==> config.mk <==
export PLATFORM = sky130hd
export DESIGN_NAME = reg_file
export DESIGN_NICKNAME = d
export VERILOG_FILES = /design/src/rtl/reg_file_pkg.sv /design/src/rtl/reg_file_cell.sv /design/src/rtl/reg_file.sv
export SDC_FILE = /design/constraint.sdc
export NUM_CORES = 2
export LEC_CHECK = 0
export BUFFER_PORTS_ARGS = -buffer_cell sky130_fd_sc_hd__clkbuf_2
export CAP_MARGIN = 20
export CORE_ASPECT_RATIO = 0.6
export CORE_MARGIN = 2
export CORE_UTILIZATION = 40
export CTS_BUF_LIST = sky130_fd_sc_hd__clkbuf_8
export DETAILED_ROUTE_END_ITERATION = 7
export HOLD_SLACK_MARGIN = 0.06
export PLACE_DENSITY = 0.57
export REMOVE_ABC_BUFFERS = 1
export SLEW_MARGIN = 20
export SYNTH_ARGS = -nofsm -noshare
export SYNTH_HDL_FRONTEND = slang
export SYNTH_SLANG_ARGS = --single-unit
==> constraint.sdc <==
create_clock -name clock -period 3.6 [get_ports clock]
set_input_delay 0.54 -clock clock [delete_from_list [all_inputs] [get_ports clock]]
set_output_delay 0.54 -clock clock [all_outputs]
set_load 0.01 [all_outputs]
==> src/rtl/reg_file_pkg.sv <==
// Shared constants, operand-latch type and small helpers for the MIPS
// register file and its storage cells.
package reg_file_pkg;

  localparam int DATA_W   = 32;
  localparam int ADDR_W   = 5;
  localparam int NUM_REGS = 1 << ADDR_W;

  localparam logic [ADDR_W-1:0] ZERO_REG = '0;

  // Contents of the ID/EX operand latch; valid=0 marks a bubble.
  typedef struct packed {
    logic [DATA_W-1:0] a;
    logic [DATA_W-1:0] b;
    logic              valid;
  } operand_t;

  localparam operand_t BUBBLE = '0;

  function automatic logic isBypass(input logic              wrEn,
                                    input logic [ADDR_W-1:0] wrAddr,
                                    input logic [ADDR_W-1:0] rdAddr);
    return wrEn && (wrAddr == rdAddr);
  endfunction

endpackage

==> src/rtl/reg_file_cell.sv <==
// One general-purpose register: a DATA_W-bit enabled flop with asynchronous
// active-low clear.
module reg_cell
  import reg_file_pkg::*;
#(
  parameter int W = DATA_W
) (
  input  logic         clk_i,
  input  logic         rst_ni,
  input  logic         en_i,
  input  logic [W-1:0] d_i,
  output logic [W-1:0] q_o
);

  logic [W-1:0] data_q;
  logic [W-1:0] data_d;

  always_comb begin
    data_d = data_q;
    if (en_i) begin
      data_d = d_i;
    end
  end

  always_ff @(posedge clk_i or negedge rst_ni) begin
    if (!rst_ni) begin
      data_q <= '0;
    end else begin
      data_q <= data_d;
    end
  end

  assign q_o = data_q;

endmodule

==> src/rtl/reg_file.sv <==
// 32x32 MIPS register file: one write port, two bypassed read ports and a
// registered operand latch with stall/flush feeding the ID/EX boundary.
module reg_file
  import reg_file_pkg::*;
(
  input  logic              clock,
  input  logic              reset_0,
  input  logic              we,
  input  logic [ADDR_W-1:0] waddr,
  input  logic [DATA_W-1:0] wdata,
  input  logic [ADDR_W-1:0] raddr_a,
  input  logic [ADDR_W-1:0] raddr_b,
  input  logic              rd_en,
  input  logic              flush,
  output logic [DATA_W-1:0] rdata_a,
  output logic [DATA_W-1:0] rdata_b,
  output logic              rvalid
);

  logic [NUM_REGS-1:1] wrSel;
  logic [DATA_W-1:0]   regQ [NUM_REGS];
  logic [DATA_W-1:0]   readA;
  logic [DATA_W-1:0]   readB;
  operand_t            latch_q;
  operand_t            latch_d;

  // One-hot write decoder; register 0 has no select so its writes vanish.
  always_comb begin
    wrSel = '0;
    for (int i = 1; i < NUM_REGS; i++) begin
      wrSel[i] = we && (waddr == ADDR_W'(i));
    end
  end

  assign regQ[0] = '0;

  for (genvar i = 1; i < NUM_REGS; i++) begin : gen_regs
    reg_cell #(
      .W(DATA_W)
    ) u_cell (
      .clk_i (clock),
      .rst_ni(reset_0),
      .en_i  (wrSel[i]),
      .d_i   (wdata),
      .q_o   (regQ[i])
    );
  end

  always_comb begin
    readA = regQ[raddr_a];
    if (raddr_a == ZERO_REG) begin
      readA = '0;
    end else if (isBypass(we, waddr, raddr_a)) begin
      readA = wdata;
    end
  end

  always_comb begin
    readB = regQ[raddr_b];
    if (raddr_b == ZERO_REG) begin
      readB = '0;
    end else if (isBypass(we, waddr, raddr_b)) begin
      readB = wdata;
    end
  end

  // Flush beats capture; with neither, the latch holds (stall), even if the
  // register it came from is rewritten meanwhile.
  always_comb begin
    latch_d = latch_q;
    if (flush) begin
      latch_d = BUBBLE;
    end else if (rd_en) begin
      latch_d.a     = readA;
      latch_d.b     = readB;
      latch_d.valid = 1'b1;
    end
  end

  always_ff @(posedge clock or negedge reset_0) begin
    if (!reset_0) begin
      latch_q <= BUBBLE;
    end else begin
      latch_q <= latch_d;
    end
  end

  assign rdata_a = latch_q.a;
  assign rdata_b = latch_q.b;
  assign rvalid  = latch_q.valid;

endmodule

* Yosys cells after proc, flatten, opt, wreduce, memory -nomap -nowiden
Index checks and enable logic that the tools add are counted.
** Operators by class
- Mux-type cells :: 12
- Shifts and indexed selects :: 0
- Reductions and logical operators :: 36
- Equal/unequal tests :: 33
- Add/sub/neg operators :: 0
- Order comparisons :: 2
- Div/mod/pow operators :: 0
- Bitwise gates (word level) :: 2
- Multiply operators :: 0
** Operator list (number)
- binary-select mux 32 bit (select 5 bit) :: 2
- two-way mux 32 bit :: 8
- two-way mux 65 bit :: 2
- equality test 5 bit, second input constant :: 16
- equality test 5 x 4 -> 1 bit, second input constant :: 8
- logical AND 1 bit :: 33
- equality test 5 x 3 -> 1 bit, second input constant :: 4
- >= comparator 6 bit, second input constant :: 2
- NOT 5 -> 6 bit :: 2
- equality test 5 x 2 -> 1 bit, second input constant :: 2
- equality test 5 bit :: 2
- logical NOT 5 bit :: 2
- equality test 5 x 1 -> 1 bit, second input constant :: 1
- nonzero test 2 bit :: 1
** Storage, ports and cells
- Memories kept :: 0
- Output and inout bits :: 65
- Bits in latches :: 0
- Word-level logic and storage cells :: 119
- Register bits :: 1057
- Bits in writable memories :: 0
- ROM bits :: 0

* Logic depth before layout (Yosys ltp)
- Word-level depth :: 8
- Mapped depth :: 10
- Gate-level depth less buffers :: 5

* By module
Synthesis repeated with hierarchy kept, for this count alone.
** Unflattened totals
- Cells, all modules :: 3708
- Area total of the unflattened synthesis :: 60878.4 um2
** By module, submodules not included
- reg_cell :: cells an instance 68, times used 31, area an instance 1345.0 um2, seq. area each 800.8 um2
- reg_file :: cells an instance 1600, times used 1, area an instance 19182.1 um2, seq. area each 1626.6 um2

* Worst setup path after synthesis
Ideal clock, no wire load.
- Path type :: input to register
- From :: input port raddr_b[0]
- To :: register latch_q (netlist bit rdata_b[29])
- Cell stages on the path :: 8
- Data arrival time :: 2.188 ns
- Slack :: 1.282 ns
- Setup time :: 0.130 ns
- Cell sequence :: buf_6 -> buf_6 -> buf_2 -> mux4_2 -> nand2_1 -> nand2_1 -> a2111oi_1 -> o21ai_1
** On the way
- Cells in the longest elaborated chain, start to end :: 8
** Ends and longest elaborated chain
- start: declaration :: line reg_file.sv:12 : input logic [ADDR_W-1:0] raddr_b,
- NOT 5 -> 6 bit (not written as such) :: line reg_file.sv:59 : readB = regQ[raddr_b];
- binary-select mux 32 bit (select 5 bit) :: line reg_file.sv:59
- two-way mux 32 bit (not written as such) (2 in series) :: line reg_file.sv:59
- two-way mux 32 bit :: line reg_file.sv:62 : end else if (isBypass(we, waddr, raddr_b)) begin
- two-way mux 32 bit (*) :: line reg_file.sv:60 : if (raddr_b == ZERO_REG) begin
- two-way mux 65 bit (*) :: line reg_file.sv:73 : end else if (rd_en) begin
- two-way mux 65 bit (*) :: line reg_file.sv:71 : if (flush) begin
- end signal: assignment :: line reg_file.sv:84 : latch_q <= latch_d;
- end: declaration :: line reg_file.sv:24 : operand_t latch_q;
Mark *: on every way between the ends. The rest lies on a longest branch, timed or not. The select of a mux whose other input is x is not followed.
A chain may end at the register's enable or synchronous reset.

* Worst setup path after layout
- From :: input port raddr_a[4]
- To :: register latch_q (netlist bit rdata_a[29])
** On the way
- Cells in the longest elaborated chain, start to end :: 8
** Ends and longest elaborated chain
- start: declaration :: line reg_file.sv:11 : input logic [ADDR_W-1:0] raddr_a,
- NOT 5 -> 6 bit (not written as such) :: line reg_file.sv:50 : readA = regQ[raddr_a];
- binary-select mux 32 bit (select 5 bit) :: line reg_file.sv:50
- two-way mux 32 bit (not written as such) (2 in series) :: line reg_file.sv:50
- two-way mux 32 bit :: line reg_file.sv:53 : end else if (isBypass(we, waddr, raddr_a)) begin
- two-way mux 32 bit (*) :: line reg_file.sv:51 : if (raddr_a == ZERO_REG) begin
- two-way mux 65 bit (*) :: line reg_file.sv:73
- two-way mux 65 bit (*) :: line reg_file.sv:71
Marked as above.

==> impl_metrics.env <==
export IMPL_ir_drop_v=0.000301
export IMPL_crit_type="in2reg"
export IMPL_grt_pass1_vias=37500
export IMPL_pin_count=117
export IMPL_clock_latency_ps=900
export IMPL_synthesis_area_um2=55900
export IMPL_finalCriticalPeriod_ps=2370
export IMPL_dieArea_um2=143000
export IMPL_worstPathMaxFanout=29
export IMPL_stdcell_count=5886
export IMPL_fp_row_count=106
export IMPL_async_reset_ff_share_pct=100
export IMPL_synth_top_family_by_area="multiplexers"
export IMPL_seq_area_frac_synth_pct=47.3
export IMPL_synthToLayoutAreaGrowth_pct=12.0
export IMPL_synthXorXnorAreaFrac_pct=0.157
export IMPL_nNetsFinal=3973
export IMPL_layout_drive_gt1_share_pct=52.2
export IMPL_ys_top_cells_by_area="dfrtp_1 47%, mux2_2 21%, mux4_2 17%"
export IMPL_cts_resized=0
export IMPL_whs_ps=156
export IMPL_synthSimpleGateAreaFrac_pct=2.61
export IMPL_yosysTopAreaCellShare_pct=47.3
export IMPL_root_buffer="clkbuf_8"
export IMPL_synth_warning_count=0
export IMPL_avgRoutedWirePerCell_um=35.2
export IMPL_grt_usage_pct=29.0
export IMPL_die_height_um=294
export IMPL_setup_viol=0
export IMPL_yosysTopAreaCell="dfrtp_1"
export IMPL_cts_clk_slew_worst_paths_ps=70
export IMPL_routed_wl_um=207000
export IMPL_cap_viol_max_count=0
export IMPL_drc=0
export IMPL_dpl_cell_count=5588
export IMPL_worstMarginPinSlew_ps=1050
export IMPL_die_w_um=487
export IMPL_place_gp_congestion=0.856
export IMPL_hold_violations=0
export IMPL_ys_ff_latch=1057
export IMPL_cp_data_arrival_time_ps=3200
export IMPL_timing_final_crit_share_pct=65.9
export IMPL_grt_pass1_wl_um=296000
export IMPL_synth_most_common_cell="mux2_2"
export IMPL_clockBufferDepth=3
export IMPL_core_um2=139000
export IMPL_ys_types=64
export IMPL_cts_hold_buffers_added=3
export IMPL_cts_tree="built"
export IMPL_first_pass_iters=6
export IMPL_rsz0062_at_grt="false"
export IMPL_power_leakage_nw=27.0
export IMPL_synth_common_cells="1067 x mux2_2, 1057 x dfrtp_1, 415 x mux4_2, 205 x clkbuf_1, 90 x nand2_1"
export IMPL_synth_area_per_cell_um2=14.6
export IMPL_antenna_found_initial=7
export IMPL_synth_top_flop_cell="dfrtp_1"
export IMPL_drtAntennaViolNets=0
export IMPL_status="complete, no violations"
export IMPL_hpwl_um=125000
export IMPL_synthCells=3829
export IMPL_power_density_nw_per_um2=534
export IMPL_total_power_w=0.0334
export IMPL_fmax_ghz=0.421
export IMPL_yosys_area_share_adder_pct=0
export IMPL_final_setup_skew_ps=38.2
export IMPL_postCtsSetupBuffers=0
export IMPL_slew_headroom_pct=29.8
export IMPL_drtIter0Drc=4583
export IMPL_io_buffers=116
export IMPL_numCtsBuffers=164
export IMPL_synth_compound_area_share_pct=6.52
export IMPL_synthMuxAreaShare_pct=39.7
export IMPL_grt_ovfl_total=0
export IMPL_cp_end_kind="register"
export IMPL_initial_core_util_pct=40.2
export IMPL_hold_path_class="in2async"
export IMPL_grt_start_max_net_pins=152
export IMPL_final_max_slew_viol_count=0
export IMPL_vias=38500
export IMPL_cts_sinks=1057
export IMPL_cp_required_ps=4430
export IMPL_synth_edf_count=0
export IMPL_vias_per_cell=6.54
export IMPL_worstSetupStartpointType="input port"
export IMPL_cts_max_level=4
## layout make-up
type                    instances  area, um^2
repair buffers                336        2900
diodes                          1        2.50
fillers                     12500       76400
well taps                    1836        2300
flip-flops and latches       1057       26500
inverters                       5        20.0
clock buffers                 208        2860
clock inverters                86         448
multi-input cells            2357       27700
## flip-flops by register name, indices dropped and copies added (netlist names)
register	cells
gen_regs.u_cell.q_o	992
rvalid	1
rdata_a	32
rdata_b	32
## cell families (layout without fill, tap and decap cells)
family	after synthesis	in the layout
buffers and inverters	415	635
XOR/XNOR	10	10
flip-flops	1057	1057
multiplexers	1565	1565
AO/OA/AOI/OAI	495	495
AND/OR/NAND/NOR	287	287
other	0	1
## placed cells by master, fill, tap and decap left out, drive strengths merged, types with 9 or more instances in the layout
| cell | Yosys | routed |
|---|---|---|
| o21a | 11 | 11 |
| a211oi | 29 | 29 |
| a221o | 31 | 31 |
| o21ai | 75 | 75 |
| a22oi | 86 | 86 |
| inv | 4 | 60 |
| a21oi | 40 | 40 |
| clkinv | 1 | 24 |
| mux2 | 1077 | 1077 |
| nor3 | 10 | 10 |
| nand2b | 11 | 11 |
| clkbuf | 205 | 316 |
| dfrtp | 1057 | 1057 |
| nor2 | 54 | 54 |
| mux2i | 73 | 73 |
| o22a | 9 | 9 |
| buf | 205 | 225 |
| o41ai | 18 | 18 |
| a2111oi | 11 | 11 |
| o31ai | 10 | 10 |
| mux4 | 415 | 415 |
| nor2b | 54 | 54 |
| o22ai | 48 | 48 |
| a221oi | 70 | 70 |
| xnor2 | 10 | 10 |
| nand2 | 90 | 90 |
| a22o | 17 | 17 |
| nand3 | 15 | 15 |
## worst max-delay path, cell delays in order
cell,delay (ps)
buf_4,320
buf_4,510
nor2b_1,890
a22oi_1,210
o311a_1,220
nor4_1,310
a221o_1,160
## through the flow
step                      setup TNS (ps)  util [%]  area, um^2  setup WS [ps]
after floorplan                   -25210         -       53900           -788
after global placement                 0      42.7       59300            488
after detailed placement               0      42.7       59300            437
after CTS                              0      45.1       62600           1400
after global routing                   0      45.1       62600           1210
final                                  0      45.1       62600           1230
## per-layer routing
layer	GRT usage [%]	vias up	wire length [um]
met1	44.0	20900	92700
met4	8.98	4	6330
li1	-	15100	-
met2	39.9	2076	86300
met3	7.93	348	21600
met5	0	-	28
## worst paths after layout
kind | startpoint | endpoint | slack [ps] | cells past startpoint
max | raddr_a[4] | rdata_a[29]$_DFFE_PN0P_ | 1230 | 7
min | reset_0 | gen_regs[4].u_cell.q_o[10]$_DFFE_PN0P_ | 160 | 2
max reg2reg | gen_regs[31].u_cell.q_o[14]$_DFFE_PN0P_ | rdata_b[14]$_DFFE_PN0P_ | 1610 | 5
min reg2reg | gen_regs[20].u_cell.q_o[11]$_DFFE_PN0P_ | gen_regs[20].u_cell.q_o[11]$_DFFE_PN0P_ | 520 | 1
max in group asynchronous | reset_0 | gen_regs[29].u_cell.q_o[9]$_DFFE_PN0P_ | 2070 | 3
min in group clock | rd_en | rdata_b[31]$_DFFE_PN0P_ | 190 | 4
## power by group
group          internal, W  switching (W)
logic              0.00406        0.00293
registers           0.0141        0.00172
clock network      0.00534        0.00526
Note: power is estimated with default switching activity, not from simulation.
